**config.mk**
```make
export PLATFORM = sky130hd
export DESIGN_NAME = ahbl_master_arbiter
export DESIGN_NICKNAME = d
export VERILOG_FILES = /design/src/rtl/system_pkg.sv /design/src/rtl/ahbl_arb_pick.sv /design/src/rtl/ahbl_master_arbiter.sv
export SDC_FILE = /design/constraint.sdc
export NUM_CORES = 1
export LEC_CHECK = 0
export ABC_AREA = 1
export ABC_CLOCK_PERIOD_IN_PS = 1380
export CAP_MARGIN = 40
export CORE_MARGIN = 2
export CORE_UTILIZATION = 26
export DETAILED_ROUTE_END_ITERATION = 10
export PLACE_DENSITY = 0.78
export SLEW_MARGIN = 10
export SYNTH_ARGS = -nofsm -noshare
export SYNTH_HDL_FRONTEND = slang
export SYNTH_SLANG_ARGS = --single-unit
```
**constraint.sdc**
```tcl
create_clock -name clk_cpu -period 1.38 [get_ports clk_cpu]
set_input_delay 0.207 -clock clk_cpu [delete_from_list [all_inputs] [get_ports clk_cpu]]
set_output_delay 0.207 -clock clk_cpu [all_outputs]
set_load 0.01 [all_outputs]
```
**src/rtl/system_pkg.sv**
```systemverilog
// Shared definitions for the AHB-Lite master front end: bus widths,
// arbiter FSM states, HTRANS encodings and the byte-enable to HSIZE mapping.
package system_pkg;

    localparam int ADDR_WIDTH = 32;
    localparam int DATA_WIDTH = 32;

    typedef enum logic [1:0] {
        IDLE  = 2'd0,
        DPH_I = 2'd1,
        DPH_D = 2'd2
    } arb_state_e;

    localparam logic [1:0] HTRANS_IDLE   = 2'b00;
    localparam logic [1:0] HTRANS_NONSEQ = 2'b10;

    // Byte lanes map onto the narrowest AHB size that covers them; any
    // pattern that is not a single byte or an aligned halfword goes out as a word.
    function automatic logic [2:0] be_to_hsize(input logic [3:0] be);
        logic [2:0] size;
        case (be)
            4'b0001, 4'b0010, 4'b0100, 4'b1000: size = 3'b000;
            4'b0011, 4'b1100:                   size = 3'b001;
            default:                            size = 3'b010;
        endcase
        return size;
    endfunction

endpackage

```
**src/rtl/ahbl_arb_pick.sv**
```systemverilog
// Winner selection between the instruction and data ports. Data wins a
// collision unless prefer_instr is raised (used by the round-robin build).
module ahbl_arb_pick (
    input  logic instr_req,
    input  logic data_req,
    input  logic prefer_instr,
    output logic pick_instr,
    output logic pick_data
);

    // Exactly one winner whenever at least one port requests.
    always_comb begin
        pick_data  = data_req && !(instr_req && prefer_instr);
        pick_instr = instr_req && !pick_data;
    end

endmodule

```
**src/rtl/ahbl_master_arbiter.sv**
```systemverilog
// Single-master AHB-Lite front end shared by the Ibex instruction and data
// ports. Single transfers only; address phase is combinational from the
// requests, data phase tracked by a three-state FSM.
// Optional build macro AHBL_ARB_ROUND_ROBIN_EN: alternate the winner on
// simultaneous requests instead of fixed data priority.
module ahbl_master_arbiter
    import system_pkg::*;
#(
    parameter logic [3:0] INSTR_HPROT = 4'b0010,
    parameter logic [3:0] DATA_HPROT  = 4'b0011
) (
    input  logic                  clk_cpu,
    input  logic                  rstn_cpu,
    input  logic                  instr_req_i,
    input  logic [ADDR_WIDTH-1:0] instr_addr_i,
    output logic                  instr_gnt_o,
    output logic                  instr_rvalid_o,
    input  logic                  data_req_i,
    input  logic                  data_we_i,
    input  logic [3:0]            data_be_i,
    input  logic [ADDR_WIDTH-1:0] data_addr_i,
    input  logic [DATA_WIDTH-1:0] data_wdata_i,
    output logic                  data_gnt_o,
    output logic                  data_rvalid_o,
    output logic [DATA_WIDTH-1:0] rdata_o,
    output logic                  err_o,
    output logic [ADDR_WIDTH-1:0] haddr_o,
    output logic [3:0]            hprot_o,
    output logic [2:0]            hsize_o,
    output logic [1:0]            htrans_o,
    output logic [DATA_WIDTH-1:0] hwdata_o,
    output logic                  hwrite_o,
    input  logic [DATA_WIDTH-1:0] hrdata_i,
    input  logic                  hready_i,
    input  logic                  hresp_i
);

    arb_state_e            state;
    arb_state_e            state_next;
    logic                  wr_q;
    logic                  wr_next;
    logic [DATA_WIDTH-1:0] wdata_q;
    logic [DATA_WIDTH-1:0] wdata_next;
    logic                  err_first;
    logic                  addr_phase;
    logic                  pick_instr;
    logic                  pick_data;
    logic                  prefer_instr;

    // First cycle of a two-cycle error response: the slave is still stalling
    // but has flagged an error, so no new transfer may be started.
    assign err_first  = (state != IDLE) && hresp_i && !hready_i;
    // Reset gating keeps the grant and address outputs quiet while rstn_cpu is low.
    assign addr_phase = rstn_cpu && hready_i && (instr_req_i || data_req_i) && !err_first;

`ifdef AHBL_ARB_ROUND_ROBIN_EN
    logic last_data;

    // Remember which port won the most recent grant; INSTR after reset so data goes first.
    always_ff @(posedge clk_cpu or negedge rstn_cpu) begin
        if (!rstn_cpu) begin
            last_data <= 1'b0;
        end else if (addr_phase) begin
            last_data <= pick_data;
        end
    end

    assign prefer_instr = last_data;
`else
    assign prefer_instr = 1'b0;
`endif

    ahbl_arb_pick u_pick (
        .instr_req    (instr_req_i),
        .data_req     (data_req_i),
        .prefer_instr (prefer_instr),
        .pick_instr   (pick_instr),
        .pick_data    (pick_data)
    );

    // Data-phase state plus the write flag and write data captured at grant.
    always_ff @(posedge clk_cpu or negedge rstn_cpu) begin
        if (!rstn_cpu) begin
            state   <= IDLE;
            wr_q    <= 1'b0;
            wdata_q <= '0;
        end else begin
            state   <= state_next;
            wr_q    <= wr_next;
            wdata_q <= wdata_next;
        end
    end

    // Address phase for the winner, data-phase response routing and next state.
    always_comb begin
        state_next     = state;
        wr_next        = wr_q;
        wdata_next     = wdata_q;
        instr_gnt_o    = 1'b0;
        data_gnt_o     = 1'b0;
        instr_rvalid_o = 1'b0;
        data_rvalid_o  = 1'b0;
        rdata_o        = '0;
        err_o          = 1'b0;
        haddr_o        = '0;
        hprot_o        = 4'b0000;
        hsize_o        = 3'b000;
        htrans_o       = HTRANS_IDLE;
        hwdata_o       = '0;
        hwrite_o       = 1'b0;

        if (addr_phase) begin
            htrans_o = HTRANS_NONSEQ;
            if (pick_data) begin
                data_gnt_o = 1'b1;
                haddr_o    = data_addr_i;
                hwrite_o   = data_we_i;
                hprot_o    = DATA_HPROT;
                hsize_o    = be_to_hsize(data_be_i);
                state_next = DPH_D;
                wr_next    = data_we_i;
                wdata_next = data_wdata_i;
            end else if (pick_instr) begin
                instr_gnt_o = 1'b1;
                haddr_o     = instr_addr_i;
                hprot_o     = INSTR_HPROT;
                hsize_o     = 3'b010;
                state_next  = DPH_I;
                wr_next     = 1'b0;
            end
        end else if (hready_i) begin
            state_next = IDLE;
        end

        case (state)
            DPH_I: begin
                if (hready_i) begin
                    instr_rvalid_o = 1'b1;
                    rdata_o        = hrdata_i;
                    err_o          = hresp_i;
                end
            end
            DPH_D: begin
                if (wr_q) begin
                    hwdata_o = wdata_q;
                end
                if (hready_i) begin
                    data_rvalid_o = 1'b1;
                    rdata_o       = hrdata_i;
                    err_o         = hresp_i;
                end
            end
            default: ;
        endcase
    end

endmodule

```
==> impl_metrics.py <==
metrics = {
    "setup_path": {
        "r2r-start": "state[0]",
        "cp_num_buf_inv": 3,
        "worstSetupPathType": "register to output port",
        "cp_top_family": "buffers and inverters",
        "cp.arrival_ns": 1.45,
        "cp-start-kind": "register",
        "crit_slowest_cell": "dfrtp_1",
        "rr_endpoint": "state[0]",
        "path_cells": "inv_2, ha_4, nand2_4, buf_12, nor2_2, buf_2",
        "reg2reg_depth": 5,
        "required_ns": 1.17,
        "crit_fanout": 17,
        "crit_path_end_kind": "output port",
        "r2r_setup_slack_ns": 0.34,
        "max_stage_delay_ns": 0.37,
    },
    "floorplan": {
        "core_area_sq_um": 8760,
        "start_util": 0.270,
        "die_y_um": 99.4,
        "num_rows": 34,
        "io_pins": 250,
        "die_x_um": 99.4,
        "design.die.area_sq_um": 9870,
    },
    "detailed_routing": {
        "drt_iter0_drc": 50,
        "vias": 3341,
        "via_per_inst": 4.29,
        "antenna_left": 0,
        "dr.pass1.iters": 5,
        "drc": 0,
        "drt-total-wl_um": 10900,
        "wl_per_cell_um": 13.9,
    },
    "grt": {
        "grt_usage": 0.198,
        "grt_start_max_net_pins": 41,
        "met3_usage": 0.0408,
        "grt_pass1_vias": 3415,
        "grt_antenna_before_repair": 0,
        "overflow": 0,
        "met2_usage": 0.375,
        "grt.busiest_layer": "met2",
        "grt_use_met1": 0.218,
        "grt_first_pass_wirelength_um": 15700,
    },
    "synth": {
        "yosysSeqAreaShare": 0.370,
        "ys_types": 17,
        "avgSynthCellArea_sq_um": 5.99,
        "synth-seq-cells": 35,
        "synth_cells": 395,
        "yosys_warnings": 0,
        "syn-cell-area_sq_um": 2360,
    },
    "timing": {
        "rsz0062_at_grt": "yes",
        "layout_setup_ws_ns": -0.281,
        "setup_viol": 67,
        "max_freq_mhz": 602,
        "period_minus_slack_ns": 1.66,
        "hold_viol": 0,
        "drv_slew": 0,
        "skew_ns": 0,
        "hold_ws_ns": 0.271,
        "period_share": 1.20,
    },
    "clock_tree": {
        "clk_pin_slew_ns": 0.07,
        "cts_tree": "yes",
        "numCtsBuffers": 5,
        "max-clock-path-buffers": 2,
        "cts_sinks": 35,
        "htree_levels": 2,
        "root_buffer": "clkbuf_8",
        "clk_latency_ns": 0.27,
    },
    "layout": {
        "final_nets": 812,
        "fin_area_sq_um": 5570,
        "fill_cells": 744,
        "final_layout_size_suffix_gt1_frac": 0.365,
        "syn2layout_area_growth_pct": 135,
        "antenna_cells": 0,
        "multi_input_area_sq_um": 1420,
        "seq_area_sq_um": 876,
    },
    "placement": {
        "dp_hpwl_um": 7550,
        "dpl_cell_area_sq_um": 5000,
        "gp_routability_congestion": 0.767,
        "portBuffers": 245,
    },
    "job": {
        "cap_violations": 0,
    },
    "pwr": {
        "power_mw": 3.51,
        "leakagePower_nw": 2.95,
        "irDropWorstVdd_mv": 0.419,
        "power_density_nw_per_um2": 630,
    },
    "min_path": {
        "min_from": "data_req_i",
        "min_path_type": "input port to register",
        "whs_path_depth": 4,
        "hold_end": "state[0]",
    },
    "outcome": {
        "status": "complete, but fails checks",
        "violations": "setup timing",
    },
}
where the power goes:
part	switching [mW]	leakage [nW]	internal (mW)
combinational	0.642	2.46	0.742
clock	0.346	0.0581	0.537
sequential	0.0524	0.432	1.19
logic make-up after synthesis:
kind of cell	share of synthesized area
AO/OA/AOI/OAI	0.0810
adder cells (fa/ha/maj)	0.0159
buffers and inverters	0.188
flip-flops	0.370
other	0.00159
AND/OR/NAND/NOR	0.343
placed cells by master, fill, tap and decap left out, types with 2 or more instances in the layout:
cell             instances
buf_12                   6
buf_16                   7
buf_2                   76
buf_4                   23
buf_6                   34
buf_8                    2
clkbuf_16                2
clkbuf_8                 5
clkdlybuf4s50_1        130
conb_1                   4
dfrtp_1                 35
dlygate4sd2_1            6
ha_4                     2
inv_1                   74
inv_2                    5
nand2_1                116
nand2_2                 19
nand2_4                  7
nor2_1                  21
nor2_2                  28
nor2_4                  20
o21ai_0                 34
through the flow:
stage / util / std cells / setup TNS, ns / setup slack, ns
6_report: 0.635 / 779 / -16.64 / -0.281
3_3_place_gp: 0.570 / 744 / -63.81 / -0.720
2_1_floorplan: - / 398 / -0.683 / -0.0228
4_1_cts: 0.600 / 777 / -19.89 / -0.402
3_5_place_dp: 0.570 / 744 / -67.98 / -0.736
5_1_grt: 0.635 / 779 / -21.73 / -0.376
cell usage after synthesis:
cell type,number,area share
nand2_1,142,0.23
inv_1,78,0.12
nor2_1,68,0.11
dfrtp_1,35,0.37
o21ai_0,34,0.072
buf_2,11,0.023
buf_4,6,0.019
clkbuf_1,6,0.0095
a21oi_1,3,0.0063
ha_1,3,0.016
buf_6,2,0.0095
inv_2,2,0.0032
conb_1,1,0.0016
nand2_2,1,0.0026
nand3_1,1,0.0021
nor2_4,1,0.0048
o22ai_1,1,0.0026
registers in the layout, summed over array words and instances (netlist names):
register and cells:
wdata_q 32, wr_q 1, state 2
worst max path at each step:
stage	depth (start not counted)	from	endpoint	slack, ns
2_1_floorplan	5	state[0]	rdata_o[10]	-0.02
3_5_place_dp	9	hready_i	haddr_o[13]	-0.74
5_1_grt	6	state[0]	hwdata_o[11]	-0.38
3_3_place_gp	9	hready_i	haddr_o[13]	-0.72
4_1_cts	6	state[0]	hwdata_o[0]	-0.40
6_report	6	state[0]	rdata_o[25]	-0.28
worst register-to-register path, cell delays in order, from the launching register on:
cell and delay (ns):
dfrtp_1 0.37, inv_2 0.08, buf_4 0.13, buf_4 0.12
buf_4 0.11, o21ai_0 0.15
metal layers:
layer | up-vias | routed length [um]
met1 | 1499 | 4010
met5 | - | 0
li1 | 1672 | -
met3 | 20 | 695
met2 | 150 | 5890
met4 | 0 | 268
cell type report:
| cell class | count | area share |
|---|---|---|
| sequential | 35 | 0.157 |
| clock buffer | 5 | 0.0124 |
| inverter | 80 | 0.0544 |
| tap | 108 | 0.0243 |
| clock inverter | 3 | 0.00787 |
| multi-input combinational | 258 | 0.255 |
| timing repair buffer | 290 | 0.488 |
timing repair:
action | CTS | global route
pin swaps | 11 | 13
buffers inserted | 15 | 6
gates cloned | 9 | 3
hold endpoints to repair | 35 | 0
setup endpoints to repair | 108 | 102
resized for setup | 461 | 137
hold buffers | 1 | 0
(Power assumes the default switching activity.)
